[src/rtl/spwm_ctrl_if.sv]
// spwm_ctrl_if -- command/status bundle between a supervisor and spwm_ctrl.
//
// Parameters:
//   AMP_W  : modulation-index width (must match spwm_ctrl.AMP_W)
//   FREQ_W : phase-increment width  (must match spwm_ctrl.FREQ_W)
//
// Signals (direction seen from the controller, i.e. the slave modport):
//   start, stop      in  : level requests to ramp up / ramp down
//   fault, fault_clr in  : external fault and fault acknowledge pulse
//   amp_target       in  : requested modulation index
//   freq_target      in  : requested phase increment
//   amp_step         in  : amplitude change per ramp tick (0 means 1)
//   amp_out          out : modulation index to the SPWM generator
//   freq_out         out : phase increment to the SPWM generator
//   pwm_en           out : gate enable for the SPWM generator
//   at_target        out : high in RUN while amp_out equals amp_target
//   state            out : IDLE=0, RAMP_UP=1, RUN=2, RAMP_DOWN=3, FAULT=4
//
// Modports: master = supervisor side, slave = spwm_ctrl side.
interface spwm_ctrl_if #(
  parameter int AMP_W  = 8,
  parameter int FREQ_W = 16
);
  logic              start;
  logic              stop;
  logic              fault;
  logic              fault_clr;
  logic [AMP_W-1:0]  amp_target;
  logic [FREQ_W-1:0] freq_target;
  logic [AMP_W-1:0]  amp_step;
  logic [AMP_W-1:0]  amp_out;
  logic [FREQ_W-1:0] freq_out;
  logic              pwm_en;
  logic              at_target;
  logic [2:0]        state;

  modport master (
    output start, stop, fault, fault_clr, amp_target, freq_target, amp_step,
    input  amp_out, freq_out, pwm_en, at_target, state
  );

  modport slave (
    input  start, stop, fault, fault_clr, amp_target, freq_target, amp_step,
    output amp_out, freq_out, pwm_en, at_target, state
  );
endinterface

[src/rtl/spwm_ctrl.sv]
// spwm_ctrl -- soft-start / soft-stop supervisor for an SPWM generator.
//
// Ramps the modulation index up to a target on start, slews it while
// running, ramps it down to zero on stop and kills the output on fault.
// Amplitude changes happen only on ramp ticks, one every PRESCALE clocks.
//
// Parameters:
//   PRESCALE : clk cycles per ramp tick (>= 2)
//   AMP_W    : modulation-index width
//   FREQ_W   : phase-increment width
//
// Ports:
//   clk : clock, rising edge
//   rst : asynchronous active-high reset
//   bus : spwm_ctrl_if.slave (commands in, amp/freq/enable/status out)
//
// Build option:
//   SPWM_CTRL_FAULT_LATCH_EN defined   -> FAULT is left only when fault_clr=1
//                                         and fault=0 on the same edge.
//   SPWM_CTRL_FAULT_LATCH_EN undefined -> FAULT is left on the first edge
//                                         with fault=0; fault_clr is ignored.
module spwm_ctrl #(
  parameter int PRESCALE = 100000,
  parameter int AMP_W    = 8,
  parameter int FREQ_W   = 16
) (
  input logic          clk,
  input logic          rst,
  spwm_ctrl_if.slave   bus
);

  typedef enum logic [2:0] {
    IDLE      = 3'd0,
    RAMP_UP   = 3'd1,
    RUN       = 3'd2,
    RAMP_DOWN = 3'd3,
    FAULT     = 3'd4
  } state_t;

  localparam int CNT_W = $clog2(PRESCALE);
  localparam logic [CNT_W-1:0] CNT_MAX = CNT_W'(PRESCALE - 1);

  state_t            state_reg, state_next;
  logic [CNT_W-1:0]  cnt_reg;
  logic              tick;
  logic [AMP_W-1:0]  amp_reg, amp_next;
  logic [FREQ_W-1:0] freq_reg, freq_next;
  logic              pwm_en_reg, pwm_en_next;
  logic              at_target_reg, at_target_next;

  // ---------------------------------------------------------------------
  // Free-running tick prescaler (runs in every state)
  // ---------------------------------------------------------------------
  assign tick = (cnt_reg == CNT_MAX);

  always_ff @(posedge clk or posedge rst) begin
    if (rst) begin
      cnt_reg <= '0;
    end else if (tick) begin
      cnt_reg <= '0;
    end else begin
      cnt_reg <= cnt_reg + CNT_W'(1);
    end
  end

  // ---------------------------------------------------------------------
  // Saturating amplitude arithmetic, one bit wider to catch carry/borrow
  // ---------------------------------------------------------------------
  logic [AMP_W-1:0] step_eff;
  logic [AMP_W:0]   sum_w, diff_w;
  logic [AMP_W-1:0] up_sat;     // amp + step, clamped at amp_target
  logic [AMP_W-1:0] down_sat;   // amp - step, clamped at 0
  logic [AMP_W-1:0] slew_down;  // amp - step, clamped at amp_target
  logic [AMP_W-1:0] run_slew;

  assign step_eff  = (bus.amp_step == '0) ? AMP_W'(1) : bus.amp_step;
  assign sum_w     = {1'b0, amp_reg} + {1'b0, step_eff};
  assign diff_w    = {1'b0, amp_reg} - {1'b0, step_eff};
  assign up_sat    = (sum_w >= {1'b0, bus.amp_target}) ? bus.amp_target
                                                       : sum_w[AMP_W-1:0];
  assign down_sat  = diff_w[AMP_W] ? '0 : diff_w[AMP_W-1:0];
  // While running, a down-slew must not undershoot the target either.
  assign slew_down = (diff_w[AMP_W] || (diff_w[AMP_W-1:0] < bus.amp_target))
                     ? bus.amp_target : diff_w[AMP_W-1:0];
  assign run_slew  = (amp_reg < bus.amp_target) ? up_sat :
                     (amp_reg > bus.amp_target) ? slew_down : amp_reg;

  // ---------------------------------------------------------------------
  // FSM: state register
  // ---------------------------------------------------------------------
  always_ff @(posedge clk or posedge rst) begin
    if (rst) begin
      state_reg <= IDLE;
    end else begin
      state_reg <= state_next;
    end
  end

  // ---------------------------------------------------------------------
  // FSM: next-state logic. Fault outranks everything; stop outranks start.
  // A tick only acts on the state it finds, so an exit edge never also
  // applies a step in the new state.
  // ---------------------------------------------------------------------
`ifndef SPWM_CTRL_FAULT_LATCH_EN
  logic fault_clr_unused;
  assign fault_clr_unused = bus.fault_clr;
`endif

  always_comb begin
    state_next = state_reg;
    if (bus.fault && (state_reg != FAULT)) begin
      state_next = FAULT;
    end else begin
      case (state_reg)
        IDLE: begin
          if (bus.start && !bus.stop) state_next = RAMP_UP;
        end
        RAMP_UP: begin
          if (bus.stop)                                    state_next = RAMP_DOWN;
          else if (tick && (up_sat == bus.amp_target))     state_next = RUN;
        end
        RUN: begin
          if (bus.stop) state_next = RAMP_DOWN;
        end
        RAMP_DOWN: begin
          if (tick && (down_sat == '0)) state_next = IDLE;
        end
        FAULT: begin
`ifdef SPWM_CTRL_FAULT_LATCH_EN
          if (bus.fault_clr && !bus.fault) state_next = IDLE;
`else
          if (!bus.fault) state_next = IDLE;
`endif
        end
        default: state_next = IDLE;
      endcase
    end
  end

  // ---------------------------------------------------------------------
  // FSM: output / datapath next-value logic
  // ---------------------------------------------------------------------
  always_comb begin
    amp_next    = amp_reg;
    freq_next   = freq_reg;
    pwm_en_next = pwm_en_reg;
    if (state_next == FAULT) begin
      amp_next    = '0;
      pwm_en_next = 1'b0;
    end else begin
      case (state_reg)
        IDLE: begin
          amp_next    = '0;
          pwm_en_next = 1'b0;
          if (state_next == RAMP_UP) begin
            pwm_en_next = 1'b1;
            freq_next   = bus.freq_target;
          end
        end
        RAMP_UP: begin
          if ((state_next != RAMP_DOWN) && tick) amp_next = up_sat;
        end
        RUN: begin
          if ((state_next == RUN) && tick) begin
            amp_next  = run_slew;
            freq_next = bus.freq_target;
          end
        end
        RAMP_DOWN: begin
          if (tick) amp_next = down_sat;
          if (state_next == IDLE) pwm_en_next = 1'b0;
        end
        default: begin  // FAULT exiting to IDLE
          amp_next    = '0;
          pwm_en_next = 1'b0;
        end
      endcase
    end
    at_target_next = (state_next == RUN) && (amp_next == bus.amp_target);
  end

  always_ff @(posedge clk or posedge rst) begin
    if (rst) begin
      amp_reg       <= '0;
      freq_reg      <= '0;
      pwm_en_reg    <= 1'b0;
      at_target_reg <= 1'b0;
    end else begin
      amp_reg       <= amp_next;
      freq_reg      <= freq_next;
      pwm_en_reg    <= pwm_en_next;
      at_target_reg <= at_target_next;
    end
  end

  assign bus.amp_out   = amp_reg;
  assign bus.freq_out  = freq_reg;
  assign bus.pwm_en    = pwm_en_reg;
  assign bus.at_target = at_target_reg;
  assign bus.state     = state_reg;

endmodule

[src/flat_wrapper.sv]
// flat-port wrapper written by rule: the top's interface ports become plain ports
module spwm_ctrl_flat 
#(
  parameter int PRESCALE = 100000,
  parameter int AMP_W    = 8,
  parameter int FREQ_W   = 16
)
  (clk, rst, bus_start, bus_stop, bus_fault, bus_fault_clr, bus_amp_target, bus_freq_target, bus_amp_step, bus_amp_out, bus_freq_out, bus_pwm_en, bus_at_target, bus_state);
  spwm_ctrl_if #(.AMP_W(AMP_W), .FREQ_W(FREQ_W)) bus_i ();
  input logic clk;
  input logic rst;
  input wire logic [$bits(bus_i.start)-1:0] bus_start;
  input wire logic [$bits(bus_i.stop)-1:0] bus_stop;
  input wire logic [$bits(bus_i.fault)-1:0] bus_fault;
  input wire logic [$bits(bus_i.fault_clr)-1:0] bus_fault_clr;
  input wire logic [$bits(bus_i.amp_target)-1:0] bus_amp_target;
  input wire logic [$bits(bus_i.freq_target)-1:0] bus_freq_target;
  input wire logic [$bits(bus_i.amp_step)-1:0] bus_amp_step;
  output wire logic [$bits(bus_i.amp_out)-1:0] bus_amp_out;
  output wire logic [$bits(bus_i.freq_out)-1:0] bus_freq_out;
  output wire logic [$bits(bus_i.pwm_en)-1:0] bus_pwm_en;
  output wire logic [$bits(bus_i.at_target)-1:0] bus_at_target;
  output wire logic [$bits(bus_i.state)-1:0] bus_state;
  assign bus_i.start = bus_start;
  assign bus_i.stop = bus_stop;
  assign bus_i.fault = bus_fault;
  assign bus_i.fault_clr = bus_fault_clr;
  assign bus_i.amp_target = bus_amp_target;
  assign bus_i.freq_target = bus_freq_target;
  assign bus_i.amp_step = bus_amp_step;
  assign bus_amp_out = bus_i.amp_out;
  assign bus_freq_out = bus_i.freq_out;
  assign bus_pwm_en = bus_i.pwm_en;
  assign bus_at_target = bus_i.at_target;
  assign bus_state = bus_i.state;
  spwm_ctrl #(.PRESCALE(PRESCALE), .AMP_W(AMP_W), .FREQ_W(FREQ_W)) u_core (.clk(clk), .rst(rst), .bus(bus_i));
endmodule
[config.mk]
export PLATFORM = sky130hd
export DESIGN_NAME = spwm_ctrl_flat
export DESIGN_NICKNAME = d
export VERILOG_FILES = /design/src/rtl/spwm_ctrl_if.sv /design/src/rtl/spwm_ctrl.sv /design/src/flat_wrapper.sv
export SDC_FILE = /design/constraint.sdc
export NUM_CORES = 1
export LEC_CHECK = 0
export ABC_CLOCK_PERIOD_IN_PS = 10100
export BUFFER_PORTS_ARGS = -buffer_cell sky130_fd_sc_hd__buf_2
export CORE_MARGIN = 4
export CORE_UTILIZATION = 45
export CTS_BUF_LIST = sky130_fd_sc_hd__clkbuf_16
export DETAILED_ROUTE_END_ITERATION = 7
export MAX_ROUTING_LAYER = met4
export SYNTH_ARGS = -nofsm -noshare
export SYNTH_HDL_FRONTEND = slang
export SYNTH_SLANG_ARGS = --single-unit
[constraint.sdc]
create_clock -name clk -period 10.1 [get_ports clk]
set_clock_uncertainty 0.1 [all_clocks]
set_input_delay 1.01 -clock clk [delete_from_list [all_inputs] [get_ports clk]]
set_output_delay 1.01 -clock clk [all_outputs]
set_load 0.01 [all_outputs]
==> impl_metrics.csv <==
group,metric,value,unit
setup_path,ff2ff_path_depth,16,
clock_tree,worst_setup_hold_path_clk_slew,0.06,ns
global_route,grt_pass1_wl,24.29,mm
floorplan,core_box_area,10370,µm²
logic_synthesis,yosys.area.top_type_share,0.2385,
clock_tree,post_cts_buffers,0,
timing,post_route_setup_tns,0,ns
logic_synthesis,synth_top_family_by_area,"compound AO/OA/AOI/OAI gates",
logic_synthesis,synthDistinctLibCells,79,
setup_path,capture_point_of_the_worst_path,"u_core.bus.at_target",
setup_path,crit_buf_inv,1,
timing,fmax,153.5,MHz
setup_path,required,10.22,ns
setup_path,cp_num_cells,20,
clock_tree,cts_repair_resize_count,0,
logic_synthesis,synth.top_cells.by_area,"sky130_fd_sc_hd__dfrtp_1 (24%), sky130_fd_sc_hd__ha_1 (11%), sky130_fd_sc_hd__nand2_1 (4.2%), sky130_fd_sc_hd__nor2_1 (3.5%), sky130_fd_sc_hd__a21oi_1 (3.3%)",
final_layout,drive_gt1_frac,0.1782,
timing,timing_hold_violations_final,0,
drt,finalWirelength,15.44,mm
clock_tree,cts_htree_levels,2,
setup_path,most_prevalent_standard_cell_on_the_critical_path,"sky130_fd_sc_hd__a211oi_1",
placement,placement.io_buffers,65,
outcome,outcome,"finished clean",
power,internal-power,386.4,µW
floorplan,die_width,111.6,µm
logic_synthesis,ys_async_sr_fraction,1.000,
setup_path,setup_crit_path_kind,"in2reg",
final_layout,layout.cells.non_filler,759,
setup_path,reg2reg_setup_slack,4.61,ns
drt,num_vias,4769,
clock_tree,cts.hold.buffers_added,0,
setup_path,cp_slowest_stage_delay,0.60,ns
placement,gp_routability_congestion,0.9563,
logic_synthesis,syn-num-nets,656,
logic_synthesis,yosys-mux-area-fraction,0.05651,
drt,drc_errors,0,
logic_synthesis,post_synth_and_or_nand_nor_area_fraction,0.2374,
setup_path,worst_path_max_delay_cell,"sky130_fd_sc_hd__nor4_1",
final_layout,largest_register_ffs,17,
drt,route.antenna.remaining_nets,0,
clock_tree,cts_max_path_buffers,2,
global_route,initial_antenna_violation_count,0,
setup_path,worst_r2r_endpoint,"u_core.bus.at_target",
global_route,grt_util_met2,0.3965,
setup_path,crit_fanout,5,
logic_synthesis,synth_seq_area_share,0.2385,
global_route,met1_usage,0.3093,
clock_tree,ctsRootBufferMaster,"sky130_fd_sc_hd__clkbuf_16",
setup_path,cp-end-kind,"register",
final_layout,num_antenna_cells,0,
global_route,pin_count_of_the_biggest_net_entering_global_routing,47,
power,power_density,105.4,nW/µm²
logic_synthesis,yosys.area_share.xor_xnor,0.05547,
logic_synthesis,postSynth.topFlopCell,"sky130_fd_sc_hd__dfrtp_1",
timing,min_period_over_period,0.6450,
power,combinational_fraction_of_design_power,0.322,
drt,detail_route.iter0.violations,376,
drt,detail_route.wl_per_cell,20.34,µm
timing,max_slew_margin,0.3732,
logic_synthesis,synth_enable_flop_cells,0,
clock_tree,cts_made_buffers,5,
power,swShare,0.3151,
logic_synthesis,synth_area,4827,µm²
setup_path,type_of_origin_of_the_critical_path,"input pin",
logic_synthesis,synth-compound-area-share,0.2457,
logic_synthesis,yosys_register_bits,46,
setup_path,cp.arrival,6.63,ns
drt,detail_route.first_pass.iterations,5,
clock_tree,tritoncts_num_sinks,46,
floorplan,die_footprint,12450,µm²
power,peakVddDrop,0.0001799,V
floorplan,chipHeight,111.6,µm
clock_tree,cts_tree,"done",
setup_path,worstPathCellList,"buf_2 > nor4_1 > a41o_1 > ha_1 > fa_1 > nand2b_1 > a211oi_1 > o31ai_1 > xnor2_1 > ha_1 > nand4_1 > o221ai_1 > a211oi_1 > nand2_1 > a21oi_1 > o32ai_1 > o211ai_1 > nand3_1 > a211oi_1 > and4b_1",
logic_synthesis,yosysTopAreaCell,"sky130_fd_sc_hd__dfrtp_1",
placement,dp_hpwl,12.08,mm
min_path,holdCritPathClass,"reg2reg",
floorplan,floorplan.initialDensity,0.4655,
global_route,vias_in_the_first_global_route,4524,
logic_synthesis,yosysWarningCount,0,
setup_path,critical-path-top-delay-family,"compound AO/OA/AOI/OAI gates",
logic_synthesis,synth_cells,575,
timing,post-route-worst-setup-slack,3.586,ns
timing,timing.final.setup_violations,0,
timing,rsz_0062_raised_after_global_routing,"false",
global_route,global_route_hottest_layer,"met2",
timing,final-max-slew-violation-count,0,
global_route,grt_util_all_layers,0.2510,
placement,place_inst,753,
final_layout,area.growth.synth_to_final,10.91,%
clock_tree,worstSkewPairLatency,0.29,ns
power,power.share.clock,0.269,
placement,pre_cts_slack,3.286,ns
setup_path,timing.critical_path.from,"bus_amp_step[5]",
power,power_leakage,2.479,nW
floorplan,num_rows,37,
power,sequentialPowerShare,0.409,
timing,layout_min_cycle_time,6.514,ns
final_layout,finish.net_count,705,
power,switchingPower,177.8,µW
drt,via_cell_ratio,6.283,
floorplan,ios,67,
run,drv_cap,0,
logic_synthesis,avgSynthCellArea,8.395,µm²
logic_synthesis,synth_fa_ha_area_frac,0.1166,
global_route,grt_overflow_total,0,
timing,worst_pin_slew,0.9388,ns
setup_path,source_of_the_worst_register_to_register_timing_path,"u_core.bus.amp_out[3]",
global_route,global_route.usage.met3,0.03913,
## cells in the final DEF, fill, tap and decap left out, types with 6 or more instances in the layout
master                     count
sky130_fd_sc_hd__nand2_1      54
sky130_fd_sc_hd__nand3b_1      9
sky130_fd_sc_hd__buf_2        65
sky130_fd_sc_hd__o21a_1        7
sky130_fd_sc_hd__nor3_1       10
sky130_fd_sc_hd__mux2_2       10
sky130_fd_sc_hd__inv_1        32
sky130_fd_sc_hd__a21oi_1      32
sky130_fd_sc_hd__ha_1         41
sky130_fd_sc_hd__nor2_1       45
sky130_fd_sc_hd__nand4_1      14
sky130_fd_sc_hd__xor2_1       11
sky130_fd_sc_hd__xnor2_1      17
sky130_fd_sc_hd__a21o_1       11
sky130_fd_sc_hd__o21ai_0      20
sky130_fd_sc_hd__nand2b_1      6
sky130_fd_sc_hd__dfrtp_1      46
sky130_fd_sc_hd__o211ai_1     13
sky130_fd_sc_hd__and3_1        9
sky130_fd_sc_hd__and2_1        9
sky130_fd_sc_hd__a211oi_1      8
sky130_fd_sc_hd__nor4_1        6
sky130_fd_sc_hd__mux2_4       10
sky130_fd_sc_hd__nand3_1      22
## metal layers
layer	part of all wire	up-vias	routed length, µm
met3	0.057	41	883
li1	-	2253	-
met2	0.46	182	7098
met4	0.055	0	850
met1	0.43	2293	6605
met5	0	-	0
## power by group through the flow
stage | clock network [mW] | registers (mW) | logic, mW
floorplan | 0 | 0.246 | 0.102
global placement | 0 | 0.232 | 0.178
detailed placement | 0 | 0.233 | 0.181
CTS | 0.158 | 0.231 | 0.182
global route | 0.167 | 0.235 | 0.198
finish | 0.152 | 0.231 | 0.182
## synthesized netlist by cell type (3+ instances only)
cell type,instances
sky130_fd_sc_hd__and2_1,9
sky130_fd_sc_hd__and4_1,3
sky130_fd_sc_hd__o2111ai_1,4
sky130_fd_sc_hd__mux2_2,10
sky130_fd_sc_hd__a22oi_1,5
sky130_fd_sc_hd__a211o_1,4
sky130_fd_sc_hd__a2111oi_0,3
sky130_fd_sc_hd__o21bai_1,3
sky130_fd_sc_hd__or4_1,5
sky130_fd_sc_hd__a211oi_1,8
sky130_fd_sc_hd__a31oi_1,4
sky130_fd_sc_hd__nor4_1,6
sky130_fd_sc_hd__mux2_4,10
sky130_fd_sc_hd__dfrtp_1,46
sky130_fd_sc_hd__ha_1,41
sky130_fd_sc_hd__nand3_1,22
sky130_fd_sc_hd__o221ai_1,3
sky130_fd_sc_hd__o211ai_1,13
sky130_fd_sc_hd__and3_1,9
sky130_fd_sc_hd__a21o_1,11
sky130_fd_sc_hd__nand3b_1,9
sky130_fd_sc_hd__o31ai_1,5
sky130_fd_sc_hd__nor2b_1,5
sky130_fd_sc_hd__a2111o_1,3
sky130_fd_sc_hd__or3_1,5
sky130_fd_sc_hd__nor3_1,10
sky130_fd_sc_hd__a21oi_1,32
sky130_fd_sc_hd__or2_2,5
sky130_fd_sc_hd__clkbuf_1,19
sky130_fd_sc_hd__a221o_1,3
sky130_fd_sc_hd__xor2_1,11
sky130_fd_sc_hd__nor2_1,45
sky130_fd_sc_hd__xnor2_1,17
sky130_fd_sc_hd__nand2b_1,6
sky130_fd_sc_hd__inv_1,33
sky130_fd_sc_hd__o21a_1,7
sky130_fd_sc_hd__nand4_1,14
sky130_fd_sc_hd__buf_2,3
sky130_fd_sc_hd__nand2_1,54
sky130_fd_sc_hd__o21ai_0,20
## final cells by class
class / instances / area, µm²
Clock inverter: 1 / 3.754
Fill cell: 1033 / 5016
Timing Repair Buffer: 67 / 340.3
Tap cell: 136 / 170.2
Sequential cell: 46 / 1151
Clock buffer: 5 / 125.1
Multi-Input combinational cell: 470 / 3436
Inverter: 34 / 127.6
## kinds of logic (layout without fill, tap and decap cells)
family          count (synthesis)  count (layout)
compound gates                158             158
xor+xnor                       29              29
fa+ha+maj                      44              44
buf+inv                        59             107
flops                          46              46
mux                            21              21
simple gates                  218             218
## per-stage QoR
stage          hold WS (ns)  power (mW)  utilization  area (µm²)
6_report             0.3618      0.5641       0.5163        5354
2_1_floorplan        0.3329      0.3474            -        4827
5_1_grt              0.3895      0.6009       0.5163        5354
3_3_place_gp         0.3596      0.4099       0.5039        5225
3_5_place_dp         0.3572      0.4138       0.5039        5225
4_1_cts              0.3674      0.5706       0.5163        5354
## how the worst min path moves through the flow
| stage | end | from | depth (start not counted) | slack [ns] |
|---|---|---|---|---|
| 3_5_place_dp | u_core.cnt_reg[0] | u_core.cnt_reg[0] | 1 | 0.36 |
| 3_3_place_gp | u_core.cnt_reg[0] | u_core.cnt_reg[0] | 1 | 0.36 |
| 6_report | u_core.cnt_reg[0] | u_core.cnt_reg[0] | 1 | 0.36 |
| 4_1_cts | u_core.cnt_reg[0] | u_core.cnt_reg[0] | 1 | 0.37 |
| 5_1_grt | u_core.cnt_reg[0] | u_core.cnt_reg[0] | 1 | 0.39 |
| 2_1_floorplan | u_core.cnt_reg[0] | u_core.cnt_reg[0] | 1 | 0.33 |
Note: power is estimated with default switching activity, not from simulation.
